===== src/rtl/bcd_int_if.sv =====
// Handshake/bus bundle for the BCD-to-binary converter.
//   bcd       : packed BCD operand, four digits [15:12]..[3:0]
//   convert   : start request, level sampled at the rising clock edge
//   num       : last successful 14-bit binary result
//   busy      : conversion in progress
//   conv_done : one-cycle completion pulse (success or error)
//   error     : one-cycle pulse with conv_done when any input digit > 9
// master = requester (drives bcd/convert), slave = converter.
interface bcd_int_if;
    logic [15:0] bcd;
    logic        convert;
    logic [13:0] num;
    logic        busy;
    logic        conv_done;
    logic        error;

    modport master (
        output bcd,
        output convert,
        input  num,
        input  busy,
        input  conv_done,
        input  error
    );

    modport slave (
        input  bcd,
        input  convert,
        output num,
        output busy,
        output conv_done,
        output error
    );
endinterface


===== src/rtl/bcd_int.sv =====
// Sequential BCD-to-binary converter (reverse double-dabble).
// Four packed BCD digits are converted to a 14-bit unsigned integer in a
// fixed 14 shift/correct steps. An operand containing a digit above 9 is
// rejected in the same cycle with error and conv_done pulses.
// Ports:
//   clk   : clock, rising edge
//   rst_n : asynchronous active-low reset
//   bus   : bcd_int_if slave modport (bcd, convert, num, busy, conv_done, error)
module bcd_int (
    input  logic      clk,
    input  logic      rst_n,
    bcd_int_if.slave  bus
);

    typedef enum logic [1:0] {
        IDLE = 2'b00,
        CONV = 2'b01
    } state_t;

    state_t      state_r;
    state_t      state_s;
    logic [29:0] work_r;
    logic [29:0] work_s;
    logic [29:0] shifted_s;
    logic [3:0]  cnt_r;
    logic [3:0]  cnt_s;
    logic [13:0] num_r;
    logic [13:0] num_s;
    logic        busy_r;
    logic        busy_s;
    logic        done_r;
    logic        done_s;
    logic        err_r;
    logic        err_s;

    // True when every nibble of the operand is a legal decimal digit.
    function automatic logic digits_valid(input logic [15:0] v);
        logic ok;
        ok = 1'b1;
        for (int k = 0; k < 4; k++) begin
            if (v[4*k +: 4] > 4'd9) begin
                ok = 1'b0;
            end else begin
                ok = ok;
            end
        end
        return ok;
    endfunction

    // Undo the decimal carry: any nibble >= 8 after the right shift had a
    // borrowed ten split into 8, so subtract 3 to restore a BCD digit.
    function automatic logic [15:0] dabble_correct(input logic [15:0] v);
        logic [15:0] r;
        r = v;
        for (int k = 0; k < 4; k++) begin
            if (v[4*k +: 4] >= 4'd8) begin
                r[4*k +: 4] = v[4*k +: 4] - 4'd3;
            end else begin
                r[4*k +: 4] = v[4*k +: 4];
            end
        end
        return r;
    endfunction

    // Next-state and datapath computation for the two-state controller.
    always_comb begin
        state_s   = state_r;
        work_s    = work_r;
        cnt_s     = cnt_r;
        num_s     = num_r;
        busy_s    = busy_r;
        done_s    = 1'b0;
        err_s     = 1'b0;
        shifted_s = {1'b0, work_r[29:1]};
        case (state_r)
            IDLE: begin
                busy_s = 1'b0;
                if (bus.convert) begin
                    if (digits_valid(bus.bcd)) begin
                        work_s  = {bus.bcd, 14'd0};
                        cnt_s   = 4'd0;
                        busy_s  = 1'b1;
                        state_s = CONV;
                    end else begin
                        done_s  = 1'b1;
                        err_s   = 1'b1;
                    end
                end else begin
                    state_s = IDLE;
                end
            end
            CONV: begin
                // The BCD field LSB moves into bit 13 of the binary field.
                work_s = {dabble_correct(shifted_s[29:14]), shifted_s[13:0]};
                cnt_s  = cnt_r + 4'd1;
                if (cnt_r == 4'd13) begin
                    num_s   = shifted_s[13:0];
                    done_s  = 1'b1;
                    busy_s  = 1'b0;
                    state_s = IDLE;
                end else begin
                    busy_s  = 1'b1;
                end
            end
            default: begin
                state_s = IDLE;
                busy_s  = 1'b0;
                cnt_s   = 4'd0;
            end
        endcase
    end

    // State, datapath and registered output update.
    always_ff @(posedge clk or negedge rst_n) begin
        if (!rst_n) begin
            state_r <= IDLE;
            work_r  <= 30'd0;
            cnt_r   <= 4'd0;
            num_r   <= 14'd0;
            busy_r  <= 1'b0;
            done_r  <= 1'b0;
            err_r   <= 1'b0;
        end else begin
            state_r <= state_s;
            work_r  <= work_s;
            cnt_r   <= cnt_s;
            num_r   <= num_s;
            busy_r  <= busy_s;
            done_r  <= done_s;
            err_r   <= err_s;
        end
    end

    assign bus.num       = num_r;
    assign bus.busy      = busy_r;
    assign bus.conv_done = done_r;
    assign bus.error     = err_r;

endmodule


===== src/flat_wrapper.sv =====
// flat-port wrapper written by rule: the top's interface ports become plain ports
module bcd_int_flat 
  (clk, rst_n, bus_bcd, bus_convert, bus_num, bus_busy, bus_conv_done, bus_error);
  bcd_int_if bus_i ();
  input  logic clk;
  input  logic rst_n;
  input wire logic [$bits(bus_i.bcd)-1:0] bus_bcd;
  input wire logic [$bits(bus_i.convert)-1:0] bus_convert;
  output wire logic [$bits(bus_i.num)-1:0] bus_num;
  output wire logic [$bits(bus_i.busy)-1:0] bus_busy;
  output wire logic [$bits(bus_i.conv_done)-1:0] bus_conv_done;
  output wire logic [$bits(bus_i.error)-1:0] bus_error;
  assign bus_i.bcd = bus_bcd;
  assign bus_i.convert = bus_convert;
  assign bus_num = bus_i.num;
  assign bus_busy = bus_i.busy;
  assign bus_conv_done = bus_i.conv_done;
  assign bus_error = bus_i.error;
  bcd_int u_core (.clk(clk), .rst_n(rst_n), .bus(bus_i));
endmodule

===== config.mk =====
export PLATFORM = sky130hd
export DESIGN_NAME = bcd_int_flat
export DESIGN_NICKNAME = d
export VERILOG_FILES = /design/src/rtl/bcd_int_if.sv /design/src/rtl/bcd_int.sv /design/src/flat_wrapper.sv
export SDC_FILE = /design/constraint.sdc
export NUM_CORES = 1
export LEC_CHECK = 0
export ABC_AREA = 1
export CORE_MARGIN = 2
export CORE_UTILIZATION = 35
export DETAILED_ROUTE_END_ITERATION = 10
export SKIP_LAST_GASP = 1
export SLEW_MARGIN = 10
export SYNTH_ARGS = -nofsm -noshare
export SYNTH_HDL_FRONTEND = slang
export SYNTH_SLANG_ARGS = --single-unit

===== constraint.sdc =====
create_clock -name clk -period 1.4 [get_ports clk]
set_input_delay 0.14 -clock clk [delete_from_list [all_inputs] [get_ports clk]]
set_output_delay 0.14 -clock clk [all_outputs]
set_load 0.02 [all_outputs]

==> results.md <==
- Area Overhead vs Synth: 25.89%
- DP Wirelength: 3686 um
- Chip width: 90.02 um
- CP Launch Type: register
- Post-layout instance area: 0.003261 mm^2
- Pre-CTS worst setup slack: -0.1640 ns
- Cell Pwr Density: 1890 mW/mm^2
- Vias: 2176
- Switching power: 2.500 mW
- Number of global-route vias before repair: 2058
- Mapped Area: 0.002590 mm^2
- Largest net degree at the start of global routing: 52
- Clock Latency Late Sink: 0.30 ns
- Vias per cell: 4.690
- Routed wire length: 5248 um
- Final Cycle Share: 96.52%
- Sequential share of power: 42.1%
- DRC: 0
- Die Height: 90.02 um
- Port buffer count: 35
- Worst VDD drop: 0.6322 mV
- Clock transition at path regs: 0.09 ns
- Tot GR Track Use: 13.86%
- DRT Pass-1 Iters: 4
- WP data arrival: 1.21 ns
- Commonest cells after routing, fill and taps aside: nand2_1 (121), nand3_1 (51), dfrtp_1 (51), clkdlybuf4s50_1 (18)
- Synth warn: 0
- Fin Hold WS: 0.3325 ns
- Switch share: 40.56%
- Hold crit path type: in2async
- Setup violators final: 0
- Critical path peak fanout: 1
- Detail Route Antenna Nets: 0
- Max stage delay cell, worst path: clkdlybuf4s50_1
- RR Startpoint: u_core.state_r[0]$_DFFE_PN0P_
- Initial antenna violation count: 0
- Leakage: 1.770 nW
- First-pass GRT wire length: 9308 um
- Clock Power Share: 14.7%
- Io pins: 36
- Post-synthesis sequential area ratio: 49.28%
- Crit Path Class: reg2out
- Cell row count: 31
- Crit-path cells: clkdlybuf4s50_1
- Routed len/inst: 11.31 um
- Number of CTS-inserted buffers: 5
- Worst path required time: 1.26 ns
- Final min period: 1.351 ns
- Layout cell share with drive strength beyond 1: 10.96%
- Cell family with most CP delay: buffers and inverters
- Worst path max stage delay: 0.59 ns
- Origin of the worst setup path: u_core.bus.error$_DFF_PN0_
- Setup crit end kind: output pin
- Logic pwr share: 43.2%
- Fmax: 740.0 MHz
- Core Footprint: 0.007214 mm^2
- Total gr overflow: 0
- Max Cap Viol: 0
- Final Non-Filler Cells: 464
- Initial DRC Count: 99
- Clock skew: 0.007041 ns
- Initial Util: 35.90%
- #FFs+latches synth: 51
- Final Wtd Congestion: 0.8166
- Avg Cell Area, Syn: 8.222 um^2
- Post-Synthesis Net Count: 342
- Number of distinct library cells after synthesis: 29
- Least-Margin Pin Slew: 0.2722 ns
- Clk root buf: clkbuf_8
- Syn Inst Count: 315
- Final Hold Viols: 0
- Placed cells: 455
- Buffer depth of the longest clock path: 2
- Sink Count: 51
- Buf/Inv on CP: 1
- Final worst slack: 0.04871 ns
- CTS tree: yes
- Number of diodes: 0
- Internal Pwr Total: 3.664 mW
- Overall power: 6.163 mW
- Status: complete, no violations
- Commonest non-fill, non-tap cell in the layout: nand2_1
- Max H-tree Level: 2
- Nets: 391
- Die area: 0.008104 mm^2
- Max_slew headroom: 81.85%
- Placed Area: 0.003153 mm^2
- Slew Limit Fails: 0
- RSZ-0062 raised after global routing: false
-- metrics by stage --
step | TNS, ns | utilization, %
final | 0 | 45.20
after global routing | 0 | 45.20
after CTS | 0 | 45.02
after detailed placement | -3.595 | 43.70
after global placement | -2.658 | 43.70
after floorplan | 0 | -
-- power groups by stage --
stage	clock network (mW)	logic [mW]	registers, mW
after floorplan	0	1.71	2.76
after global placement	0	2.74	2.61
after detailed placement	0	2.80	2.63
after CTS	0.933	2.71	2.60
after global routing	0.992	3.04	2.69
final	0.906	2.66	2.60
-- tightest hold or removal path: stages --
cell,delay [ns]
dlygate4sd3_1,0.52
buf_2,0.12
buf_12,0.24
-- final timing paths --
| kind | slack [ns] | to | cells past startpoint |
|---|---|---|---|
| worst max register to register | 0.17 | u_core.cnt_r[1]$_DFFE_PN0P_ | 4 |
| worst min-delay path | 0.33 | u_core.work_r[20]$_DFFE_PN0P_ | 3 |
| worst max-delay path | 0.05 | bus_error | 1 |
| min in group clk | 0.47 | u_core.bus.num[0]$_DFFE_PN0P_ | 2 |
| worst min register to register | 0.47 | u_core.bus.num[0]$_DFFE_PN0P_ | 2 |
| max in group asynchronous | 0.82 | u_core.work_r[3]$_DFFE_PN0P_ | 3 |
-- area by class of cell --
cell class | instances | area (um^2)
tap | 99 | 123.9
fill | 744 | 3954
timing repair buffer | 57 | 570.5
inverter | 18 | 72.57
multi-input combinational | 231 | 1117
clock buffer | 8 | 100.1
sequential | 51 | 1276
-- layer usage --
metal | part of all wire [%] | up-vias | track usage, %
met1 | 46 | 1017 | 17.82
li1 | - | 1108 | -
met2 | 48 | 45 | 23.43
met4 | 1.5 | 0 | 5.000
met3 | 3.8 | 6 | 2.515
met5 | 0 | - | 0
-- state kept, by name (all words and copies together) (netlist names) --
name and count:
u_core.state_r 1, u_core.cnt_r 4, u_core.work_r 29, u_core.bus.busy 1
u_core.bus.conv_done 1, u_core.bus.error 1, u_core.bus.num 14
-- synthesized netlist by cell type, drive strengths merged --
cell      n  area (um^2)
nand2   123        471.7
nand3    52        272.8
dfrtp    51         1276
inv      18        70.07
nor2     17        68.81
buf      14        122.6
o21ai     9        45.04
a21oi     8        47.55
ha        8        100.1
nand4     3        33.78
o21bai    3        22.52
o22ai     3        18.77
or2       2        12.51
a31o      1        8.760
a31oi     1        6.260
clkbuf    1        3.750
xor2      1        8.760
-- cell families after synthesis --
logic type	synth area share (%)
AOI/OAI and AO/OA	5.749
buffers and inverters	7.584
adders and majority gates	3.865
DFF	49.28
and+or+nand+nor	33.19
xor gates and xnor gates	0.3382
-- what timing repair did --
item	CTS	global route
hold buffers	1	0
hold endpoints to repair	51	0
setup endpoints to repair	12	6
cloned	0	0
setup buffers	0	0
resized for setup	12	6
No activity file was read; power rests on OpenSTA's default activity.
